`config.mk`:
```
export PLATFORM = sky130hd
export DESIGN_NAME = spm_serial_mult
export DESIGN_NICKNAME = d
export VERILOG_FILES = /design/src/rtl/spm_serial_mult.sv
export SDC_FILE = /design/constraint.sdc
export NUM_CORES = 1
export LEC_CHECK = 0
export CAP_MARGIN = 20
export CORE_AREA = 5 5 157 159
export DETAILED_ROUTE_END_ITERATION = 8
export DIE_AREA = 0 0 162 164
export MAX_ROUTING_LAYER = met4
export PLACE_DENSITY_LB_ADDON = 0.05
export SLEW_MARGIN = 20
export SYNTH_ARGS = -nofsm -noshare
export SYNTH_HDL_FRONTEND = slang
export SYNTH_SLANG_ARGS = --single-unit
```
`constraint.sdc`:
```
create_clock -name clk -period 1.65 [get_ports clk]
set_clock_uncertainty 0.1 [all_clocks]
set_input_delay 0.2475 -clock clk [delete_from_list [all_inputs] [get_ports clk]]
set_output_delay 0.2475 -clock clk [all_outputs]
set_load 0.02 [all_outputs]
```
`src/rtl/spm_serial_mult.sv`:
```
// Serial-parallel carry-save multiplier: parallel x times serial y (LSB first),
// with signed/unsigned mode, start/busy/done handshake and a registered parallel product.
module spm_serial_mult #(
  parameter int WIDTH = 32,
  parameter int CNT_W = $clog2(2*WIDTH)+1
) (
  input  logic               clk,
  input  logic               rst,
  input  logic               start,
  input  logic               signed_mode,
  input  logic [WIDTH-1:0]   x,
  input  logic [WIDTH-1:0]   y,
  output logic               busy,
  output logic               p_valid,
  output logic               p_serial,
  output logic               done,
  output logic [2*WIDTH-1:0] p
);

  localparam int PW = 2*WIDTH;
  localparam logic [CNT_W-1:0] LAST_CNT = CNT_W'(PW-1);

  typedef enum logic [1:0] {
    ST_IDLE = 2'd0,
    ST_RUN  = 2'd1,
    ST_DONE = 2'd2
  } state_t;

  state_t            state_q, state_d;
  logic [CNT_W-1:0]  cnt_q, cnt_d;
  logic [WIDTH-1:0]  x_q, x_d;
  logic [WIDTH-1:0]  y_sh_q, y_sh_d;
  logic [WIDTH-1:0]  s_q, s_d;
  logic [WIDTH-1:0]  c_q, c_d;
  logic              signed_q, signed_d;
  logic [PW-2:0]     sh_q, sh_d;
  logic [PW-1:0]     p_q, p_d;
  logic              busy_q, busy_d;
  logic              p_serial_q, p_serial_d;
  logic              done_q, done_d;

  logic [WIDTH-1:0]  cell_s;
  logic [WIDTH-1:0]  cell_c;
  logic              top_pp_s;
  logic              last_s;

  function automatic logic fa_sum(input logic a, input logic b, input logic c);
    return a ^ b ^ c;
  endfunction

  function automatic logic fa_carry(input logic a, input logic b, input logic c);
    return (a & b) | (a & c) | (b & c);
  endfunction

  // One carry-save step T' = ybit*X + floor(T/2); the top cell serially negates
  // its partial-product stream in signed mode (its carry flop is the "seen a one" flag).
  always_comb begin
    cell_s   = '0;
    cell_c   = '0;
    top_pp_s = x_q[WIDTH-1] & y_sh_q[0];
    for (int j = 0; j < WIDTH-1; j++) begin
      cell_s[j] = fa_sum(x_q[j] & y_sh_q[0], s_q[j+1], c_q[j]);
      cell_c[j] = fa_carry(x_q[j] & y_sh_q[0], s_q[j+1], c_q[j]);
    end
    cell_s[WIDTH-1] = top_pp_s ^ c_q[WIDTH-1];
    if (signed_q) begin
      cell_c[WIDTH-1] = c_q[WIDTH-1] | top_pp_s;
    end else begin
      cell_c[WIDTH-1] = c_q[WIDTH-1] & top_pp_s;
    end
  end

  // Next-state and datapath control for the IDLE/RUN/DONE sequencer.
  always_comb begin
    last_s     = (cnt_q == LAST_CNT);
    state_d    = state_q;
    cnt_d      = cnt_q;
    x_d        = x_q;
    y_sh_d     = y_sh_q;
    s_d        = s_q;
    c_d        = c_q;
    signed_d   = signed_q;
    sh_d       = sh_q;
    p_d        = p_q;
    busy_d     = busy_q;
    p_serial_d = p_serial_q;
    done_d     = 1'b0;
    case (state_q)
      ST_IDLE, ST_DONE: begin
        if (start) begin
          // Accept folds in the first step (ybit = y[0]) on top of cleared cells,
          // so product bit 0 is on p_serial in the very first RUN cycle.
          state_d    = ST_RUN;
          cnt_d      = '0;
          x_d        = x;
          signed_d   = signed_mode;
          y_sh_d     = {signed_mode & y[WIDTH-1], y[WIDTH-1:1]};
          s_d        = x & {WIDTH{y[0]}};
          c_d        = {signed_mode & x[WIDTH-1] & y[0], {(WIDTH-1){1'b0}}};
          sh_d       = '0;
          busy_d     = 1'b1;
          p_serial_d = x[0] & y[0];
        end else begin
          state_d    = ST_IDLE;
          p_serial_d = 1'b0;
        end
      end
      ST_RUN: begin
        cnt_d  = cnt_q + CNT_W'(1);
        y_sh_d = {y_sh_q[WIDTH-1], y_sh_q[WIDTH-1:1]};
        s_d    = cell_s;
        c_d    = cell_c;
        sh_d   = {s_q[0], sh_q[PW-2:1]};
        if (last_s) begin
          state_d    = ST_DONE;
          busy_d     = 1'b0;
          done_d     = 1'b1;
          p_serial_d = 1'b0;
          p_d        = {s_q[0], sh_q};
        end else begin
          p_serial_d = cell_s[0];
        end
      end
      default: begin
        state_d    = ST_IDLE;
        busy_d     = 1'b0;
        p_serial_d = 1'b0;
      end
    endcase
  end

  // State registers with synchronous reset.
  always_ff @(posedge clk) begin
    if (rst) begin
      state_q    <= ST_IDLE;
      cnt_q      <= '0;
      x_q        <= '0;
      y_sh_q     <= '0;
      s_q        <= '0;
      c_q        <= '0;
      signed_q   <= 1'b0;
      sh_q       <= '0;
      p_q        <= '0;
      busy_q     <= 1'b0;
      p_serial_q <= 1'b0;
      done_q     <= 1'b0;
    end else begin
      state_q    <= state_d;
      cnt_q      <= cnt_d;
      x_q        <= x_d;
      y_sh_q     <= y_sh_d;
      s_q        <= s_d;
      c_q        <= c_d;
      signed_q   <= signed_d;
      sh_q       <= sh_d;
      p_q        <= p_d;
      busy_q     <= busy_d;
      p_serial_q <= p_serial_d;
      done_q     <= done_d;
    end
  end

  assign busy     = busy_q;
  assign p_valid  = busy_q;
  assign p_serial = p_serial_q;
  assign done     = done_q;
  assign p        = p_q;

endmodule

```
### Yosys cells after proc, flatten, opt, wreduce, memory -nomap -nowiden

Index checks and enable logic that the tools add are counted.

* flip-flop bits (word level): 268
* bits in latches: 0
* RAM bits: 0
* memory bits (read-only): 0
* input port bits: 68
* output and inout bits: 68
* logic and storage cells: 307
* memories kept: 0

* add/sub/neg operators: 1
* multipliers: 0
* divide/modulo/power cells: 0
* $lt $le $gt $ge: 0
* equal/unequal tests: 5
* shift-type cells: 0
* muxes and demuxes: 21
* bitwise logic cells: 258
* reduce and logical (&&, ||, !) cells: 9

Operators by type and width (number)
* 32-bit one-hot mux with 2 select lines: 3
* 1-bit bitwise AND: 130
* 63-bit one-hot mux with 2 select lines: 1
* 32-bit 2-to-1 mux: 3
* 63-bit 2-to-1 mux: 1
* 1-bit bitwise OR: 63
* 1-bit bitwise XOR: 63
* 32-bit bitwise AND: 1
* 7-bit one-hot mux with 2 select lines: 1
* 2-bit AND reduction: 4
* 7-bit by 1-bit adder with 7-bit output, second input constant: 1
* 7-bit by 6-bit equality test with 1-bit output, second input constant: 1
* 1-bit 2-to-1 mux: 7
* 7-bit 2-to-1 mux: 1
* 2-bit inequality test, second input constant: 2
* 1-bit one-hot mux with 2 select lines: 2
* 2-bit one-hot mux with 2 select lines: 1
* 2-bit OR reduction: 2
* 3-bit AND reduction: 1
* 2-bit by 1-bit equality test with 1-bit output, second input constant: 1
* 2-bit equality test, second input constant: 1
* 2-bit logical NOT: 1
* 2-bit 2-to-1 mux: 1
* 2-bit nonzero test: 1
* 1-bit NOT: 1

### Longest topological paths before layout

Gate-level depths: netlist (run 1).

* depth in word-level cells: 5
* depth in mapped cells: 6
* gate-level depth less buffers: 5

### Least setup slack after synthesis (run 1)

OpenSTA, ideal clock, no wires.

* path type: reg2reg
* from: register y_sh_q[0]
* to: register p_serial_q, in the netlist p_serial
* setup time: 95 ps
* data arrival time: 1434 ps
* data required time: 1455 ps
* setup slack: 20 ps
* stages on the path, launching flop included: 6
* path buffers: 1
* clock period less this slack: 1630 ps
* cells stage by stage: dfxtp_1 > clkbuf_1 > and2_1 > fa_1 > o211ai_1 > a221oi_1

* longest elaborated chain between the ends: 5

Ends and longest elaborated chain
* from (decl): RTL line 32 `logic [WIDTH-1:0] y_sh_q, y_sh_d;`
* from (signal assigned): RTL line 151 `y_sh_q <= y_sh_d;`
* 1-bit bitwise AND: RTL line 62 `cell_s[j] = fa_sum(x_q[j] & y_sh_q[0], s_q[j+1], c_q[j]);`
* 1-bit bitwise XOR (2 in series): RTL line 48 `return a ^ b ^ c;`
* 1-bit 2-to-1 mux: RTL line 114 `if (last_s) begin`
* 1-bit one-hot mux with 2 select lines: RTL line 88 `case (state_q)`
* to (signal assigned): RTL line 158 `p_serial_q <= p_serial_d;`
* to (decl): RTL line 39 `logic p_serial_q, p_serial_d;`

Every way passes these cells.
A chain may end at the register's enable or synchronous reset.

### Worst setup path in the final report (run 1)

Ends and elaborated chain as after synthesis.

==> results of run 1 <==
[metrics by stage]
step / hold slack [ns] / TNS (ns) / cell area [um2] / util / total power, mW
after CTS: 0.01876 / -0.01161 / 14310 / 0.6188 / 14.94
after floorplan: 0.2835 / 0 / 11600 / - / 7.865
final: 0.03833 / 0 / 14480 / 0.6264 / 14.76
after global routing: 0.05607 / -1.428 / 14480 / 0.6264 / 15.41
after detailed placement: 0.3433 / -19.41 / 13410 / 0.5800 / 8.453
after global placement: 0.3376 / -16.12 / 13410 / 0.5800 / 8.438
[final cells by class]
| type | instances | area [um2] |
|---|---|---|
| diodes | 1 | 2.502 |
| repair buffers | 192 | 2091 |
| fillers | 2044 | 8638 |
| clock inverters | 6 | 80.08 |
| inverters | 2 | 7.507 |
| clock buffers | 43 | 878.3 |
| flip-flops and latches | 268 | 5370 |
| well taps | 290 | 362.8 |
| multi-input cells | 941 | 5692 |
[placed cells by master (no fill, tap or decap), types with 3 or more instances in the layout]
cell	Yosys	final
clkbuf_8	0	11
a21oi_1	166	166
clkinv_2	0	4
dlygate4sd2_1	0	66
nand2b_1	131	129
or3_1	3	3
nand3_1	105	105
and2_4	0	15
buf_4	5	28
nor4_2	0	7
nor4_1	31	24
o21ai_0	3	3
nor2_1	63	63
fa_1	31	31
clkdlybuf4s50_1	0	66
mux2i_1	64	64
clkbuf_16	0	32
buf_12	7	23
o22ai_1	3	3
clkbuf_1	44	4
a311oi_1	28	28
dfxtp_1	268	264
dfxtp_2	0	4
buf_16	0	3
nand2_1	222	222
nor3_1	40	40
and2_1	31	16
[worst reg2reg max path: stages, from the launching register on]
cell,delay (ns)
dfxtp_2,0.33
buf_4,0.13
and2_4,0.13
fa_1,0.50
o211ai_1,0.10
a221oi_1,0.24
[kinds of logic (layout without fill, tap and decap cells)]
| family | count (synthesis) | after routing | share of synthesized area |
|---|---|---|---|
| fa+ha+maj | 34 | 34 | 0.05673 |
| simple gates | 632 | 632 | 0.2650 |
| compound gates | 210 | 210 | 0.1025 |
| other cells | 0 | 1 | 0 |
| mux | 65 | 65 | 0.05619 |
| buf+inv | 123 | 243 | 0.05716 |
| flops | 268 | 268 | 0.4625 |
[power groups by stage]
stage               sequential [mW]  clock (mW)  combinational [mW]
floorplan                      6.94           0               0.920
global placement               6.97           0                1.47
detailed placement             6.97           0                1.48
CTS                            6.83        6.62                1.49
global route                   6.86        6.88                1.67
finish                         6.84        6.42                1.51
[worst paths after layout]
check                                             from                      end  slack (ns)  depth (start not counted)
worst min-delay path                               rst  state_q[0]$_SDFFE_PP0P_        0.04                          2
worst max register to register  y_sh_q[0]$_SDFFE_PP0P_      p_serial$_SDFF_PP0_        0.02                          5
worst min register to register    x_q[18]$_SDFFE_PP0P_     x_q[18]$_SDFFE_PP0P_        0.35                          2
worst max-delay path            y_sh_q[0]$_SDFFE_PP0P_      p_serial$_SDFF_PP0_        0.02                          5
[state kept, by name, summed over array words and instances (netlist names)]
register / count
p: 64
s_q: 32
x_q: 32
p_serial: 1
y_sh_q: 32
signed_q: 1
busy: 1
c_q: 32
done: 1
sh_q: 63
state_q: 2
cnt_q: 7
[metal layers]
layer	wire (um)	share of wire	GRT usage
met5	0	0	-
met4	414	0.016	0.04306
met3	1171	0.047	0.02811
met2	11520	0.46	0.2974
met1	12000	0.48	0.2580
[timing repair]
| item | CTS | global route |
|---|---|---|
| cloned | 0 | 3 |
| pin swaps | 9 | 27 |
| endpoints found under the setup margin | 88 | 94 |
| endpoints found under the hold margin | 0 | 0 |
| resized for setup | 77 | 26 |
| setup buffers | 0 | 1 |
==> flow_summary.json, run 1 <==
{
  "synth.most_common_cell": "dfxtp_1",
  "ys_ff_latch": 268,
  "critPathTopFamily": "adder cells",
  "tightest_slew_ns": 0.3470,
  "synthTopCellsByCount": "dfxtp_1 (268), nand2_1 (222), a21oi_1 (166), nand2b_1 (131), nand3_1 (105)",
  "gp_congestion": 0.7941,
  "p_leak_nw": 5.454,
  "clock_sinks": 268,
  "avgSynthCellArea_um2": 8.710,
  "drc_errors": 0,
  "hp-class": "primary input to flop",
  "antenna_found_initial": 1,
  "design.die.area_mm2": 0.02657,
  "crit_required_ns": 1.98,
  "fmaxAchievable_ghz": 0.6136,
  "hpwl_um": 15460,
  "rsz0062_at_grt": "true",
  "drt_iter0_drc": 481,
  "yosysWarnings": 0,
  "pre_cts_ws_ns": -0.2451,
  "outcome": "completed",
  "crit_path_end_kind": "flop",
  "ir_worst_vdd_mv": 0.7141,
  "fin_cells": 1743,
  "path_buf_inv": 1,
  "cp-start-kind": "flop",
  "period_needed_ns": 1.630,
  "internal-power_mw": 11.29,
  "worstSetupPathType": "flop to flop",
  "netlist_area_mm2": 0.01160,
  "areaGrowthSynthToFinish_pct": 24.85,
  "start_util": 0.5017,
  "layout_setup_ws_ns": 0.02015,
  "ant_nets": 0,
  "drv_cap": 0,
  "swShare": 0.2353,
  "wl_um": 25100,
  "io_buffers": 135,
  "async_flop_share": 0,
  "ctsLongestPathBuffers": 3,
  "seq_area_frac_synth": 0.4625,
  "die_h_um": 164,
  "rows": 56,
  "crit_arrival_ns": 1.96,
  "hold_viol": 0,
  "grt-ovfl-total": 0,
  "crit_fanout": 2,
  "cts_buffers": 28,
  "grt_pass1_vias": 8604,
  "cts_hold_buf": 0,
  "num_vias": 9285,
  "crit_chain": "buf_4, and2_4, fa_1, o211ai_1, a221oi_1",
  "numPlacedInstances": 1689,
  "root_buffer": "clkbuf_16",
  "htreeDepth": 1,
  "clk_pin_slew_ns": 0.06,
  "grt_max_degree": 77,
  "crit_path_top_delay_cell": "fa_1",
  "clk_latency_ns": 0.52,
  "final.period_utilization": 0.9878,
  "power_frac_seq": 0.463,
  "grt_first_pass_wirelength_um": 42190,
  "io_pins": 136,
  "synth_cell_types": 36,
  "p_sw_mw": 3.473,
  "drtPass1Iterations": 5,
  "worst_path_largest_cell_delay_ns": 0.50,
  "grtUsageTotal": 0.1880,
  "synthesis.nets": 1434,
  "synth_edf_count": 0,
  "setup_viol": 0,
  "clock_power_share": 0.435,
  "pwr-share-comb": 0.102,
  "die_w_um": 162,
  "power_density_mw_per_mm2": 1019,
  "slew_viol_final": 0,
  "drive_gt1_frac": 0.09504,
  "netlist_instances": 1332,
  "synth_top_area_cell": "dfxtp_1",
  "synth_ff_type": "dfxtp_1",
  "wl_per_cell_um": 14.40,
  "routed_via_density": 5.327,
  "synth_area_leaders": "dfxtp_1 (46%), nand2_1 (7.2%), a21oi_1 (7.2%)",
  "synth_top_cell_area_share": 0.4625,
  "fin_nets": 1535,
  "cts_tree": "built",
  "slew_headroom": 0.7687,
  "coreArea_mm2": 0.02312
}
No activity file was read; power rests on OpenSTA's default activity.
==> run 2, diff against run 1 <==
CORE_AREA = 5 5 146 148   (was 5 5 157 159)
DIE_AREA = 0 0 151 153   (was 0 0 162 164)
clock period = 2.1 ns   (was 1.65 ns; I/O delays follow)
==> flow_summary.json, run 2 (same netlist as run 1, synthesis figures left out) <==
{
  "drv_cap": 0,
  "min_from": "rst",
  "areaGrowthSynthToFinish_pct": 21.90,
  "outcome": "completed",
  "crit_path_top_delay_cell": "clkdlybuf4s50_1",
  "final_cell_mix": "dfxtp_1 (268), nand2_1 (222), a21oi_1 (166)",
  "final.period_utilization": 0.9780,
  "tightest_slew_ns": 0.5446,
  "fillCellCount": 1665,
  "hold_viol": 0,
  "antenna_found_initial": 0,
  "insertedDiodeCount": 0,
  "multi_input_area_mm2": 0.005600,
  "crit_path_end_kind": "primary output",
  "slew_headroom": 0.6369,
  "ir_worst_vdd_mv": 0.6674,
  "io_pins": 136,
  "design.die.area_mm2": 0.02310,
  "die_h_um": 153,
  "gp_congestion": 0.7552,
  "clk_pin_slew_ns": 0.06,
  "period_needed_ns": 2.054,
  "rsz0062_at_grt": "false",
  "busiest_layer": "met2",
  "setup_tns_ns": 0,
  "grtUsageTotal": 0.2170,
  "p_leak_nw": 4.956,
  "slew_viol_final": 0,
  "grt-ovfl-total": 0,
  "htreeDepth": 1,
  "drtPass1Iterations": 5,
  "pwr-share-comb": 0.094,
  "drive_gt1_frac": 0.06416,
  "ff2ff_path_depth": 6,
  "ant_nets": 0,
  "fmaxAchievable_ghz": 0.4869,
  "cts_hold_buf": 0,
  "grt_first_pass_wirelength_um": 42110,
  "use_met3": 0.03405,
  "crit_arrival_ns": 1.64,
  "crit_fanout": 4,
  "largest_register_ffs": 64,
  "ctsLongestPathBuffers": 3,
  "layout_commonest_cell": "dfxtp_1",
  "coreArea_mm2": 0.01991,
  "drc_errors": 0,
  "crit_required_ns": 1.68,
  "grtUsageMet2": 0.3445,
  "wl_um": 24830,
  "power_frac_seq": 0.459,
  "r2r_end": "p[55]$_SDFFE_PP0P_",
  "critPathTopFamily": "buffers and inverters",
  "start_util": 0.5827,
  "min_path_cells": 2,
  "min_to": "done$_SDFF_PP0_",
  "hp-class": "primary input to flop",
  "worst_path_largest_cell_delay_ns": 0.70,
  "grt_max_degree": 124,
  "fin_nets": 1515,
  "use_met1": 0.2979,
  "hpwl_um": 15080,
  "worstSetupStartpoint": "busy$_SDFFE_PP0P_",
  "cp-start-kind": "flop",
  "p_sw_mw": 2.743,
  "swShare": 0.2343,
  "grt_pass1_vias": 8666,
  "routed_via_density": 5.434,
  "setup_viol": 0,
  "crit_chain": "clkdlybuf4s50_1",
  "clk_latency_ns": 0.54,
  "clock_sinks": 268,
  "internal-power_mw": 8.963,
  "cts_buffers": 28,
  "rrSetupSlack_ns": 0.14,
  "crit-reg2reg-launch": "cnt_q[1]$_SDFFE_PP0P_",
  "clock_power_share": 0.447,
  "root_buffer": "clkbuf_16",
  "cts_tree": "built",
  "die_w_um": 151,
  "worstSetupPathType": "flop to primary output",
  "drt_iter0_drc": 516,
  "seqCellArea_mm2": 0.005365,
  "io_buffers": 135,
  "path_buf_inv": 1,
  "wl_per_cell_um": 14.57,
  "power_density_mw_per_mm2": 827.8,
  "rows": 52,
  "num_vias": 9260,
  "fin_util": 0.7103
}
[run 2: cell types whose count changed in the layout (fill, tap and decap cells not counted), sizes merged]
cell,delta
clkdlybuf4s50,+68
clkbuf,-7
clkinv,+2
buf,-18
bufinv,+2
diode,-1
dlygate4sd2,-66
clkinvlp,+1
[run 2: timing repair]
item                                    4_1_cts  5_1_grt
gates resized for setup                       0        4
buffers inserted                              0        3
endpoints found under the hold margin         0        0
endpoints found under the setup margin        0       29
[run 2: stage by stage]
| step | hold slack (ns) | instance area (um2) | power (mW) | std cells | setup WS [ns] |
|---|---|---|---|---|---|
| detailed placement | 0.3420 | 13100 | 6.580 | 1649 | 0.1490 |
| finish | 0.1728 | 14140 | 11.71 | 1704 | 0.04610 |
| floorplan | 0.3317 | 11600 | 6.180 | 1332 | 0.4703 |
| global route | 0.1924 | 14140 | 12.21 | 1704 | 0.004314 |
| CTS | 0.1536 | 14090 | 11.83 | 1700 | 0.04492 |
| global placement | 0.3368 | 13100 | 6.567 | 1649 | 0.2298 |
[run 2: power by group through the flow]
stage / clock [mW] / combinational [mW] / sequential [mW]
5_1_grt: 5.59 / 1.22 / 5.40
2_1_floorplan: 0 / 0.723 / 5.46
3_3_place_gp: 0 / 1.09 / 5.48
3_5_place_dp: 0 / 1.10 / 5.48
6_report: 5.24 / 1.10 / 5.37
4_1_cts: 5.35 / 1.11 / 5.37
[run 2: worst max-delay path by stage]
stage | slack, ns | end | depth (start not counted)
after floorplan | 0.47 | p_serial$_SDFF_PP0_ | 5
after global placement | 0.23 | y_sh_q[12]$_SDFFE_PP0P_ | 5
after detailed placement | 0.15 | p[55]$_SDFFE_PP0P_ | 5
after CTS | 0.04 | busy | 1
after global routing | 0.004 | p_valid | 1
final | 0.05 | p_valid | 1
[run 2: per-layer routing]
layer	share of wire	wire, um
met1	0.46	11430
met2	0.47	11680
met3	0.058	1441
met4	0.011	276
met5	0	0
[run 2: final cells by class]
class | count | share of cell area
clock buffer | 40 | 0.05919
inverter | 2 | 0.0005308
clock inverter | 11 | 0.01115
timing repair buffer | 172 | 0.1299
sequential | 268 | 0.3794
tap | 270 | 0.02389
multi-input combinational | 941 | 0.3960
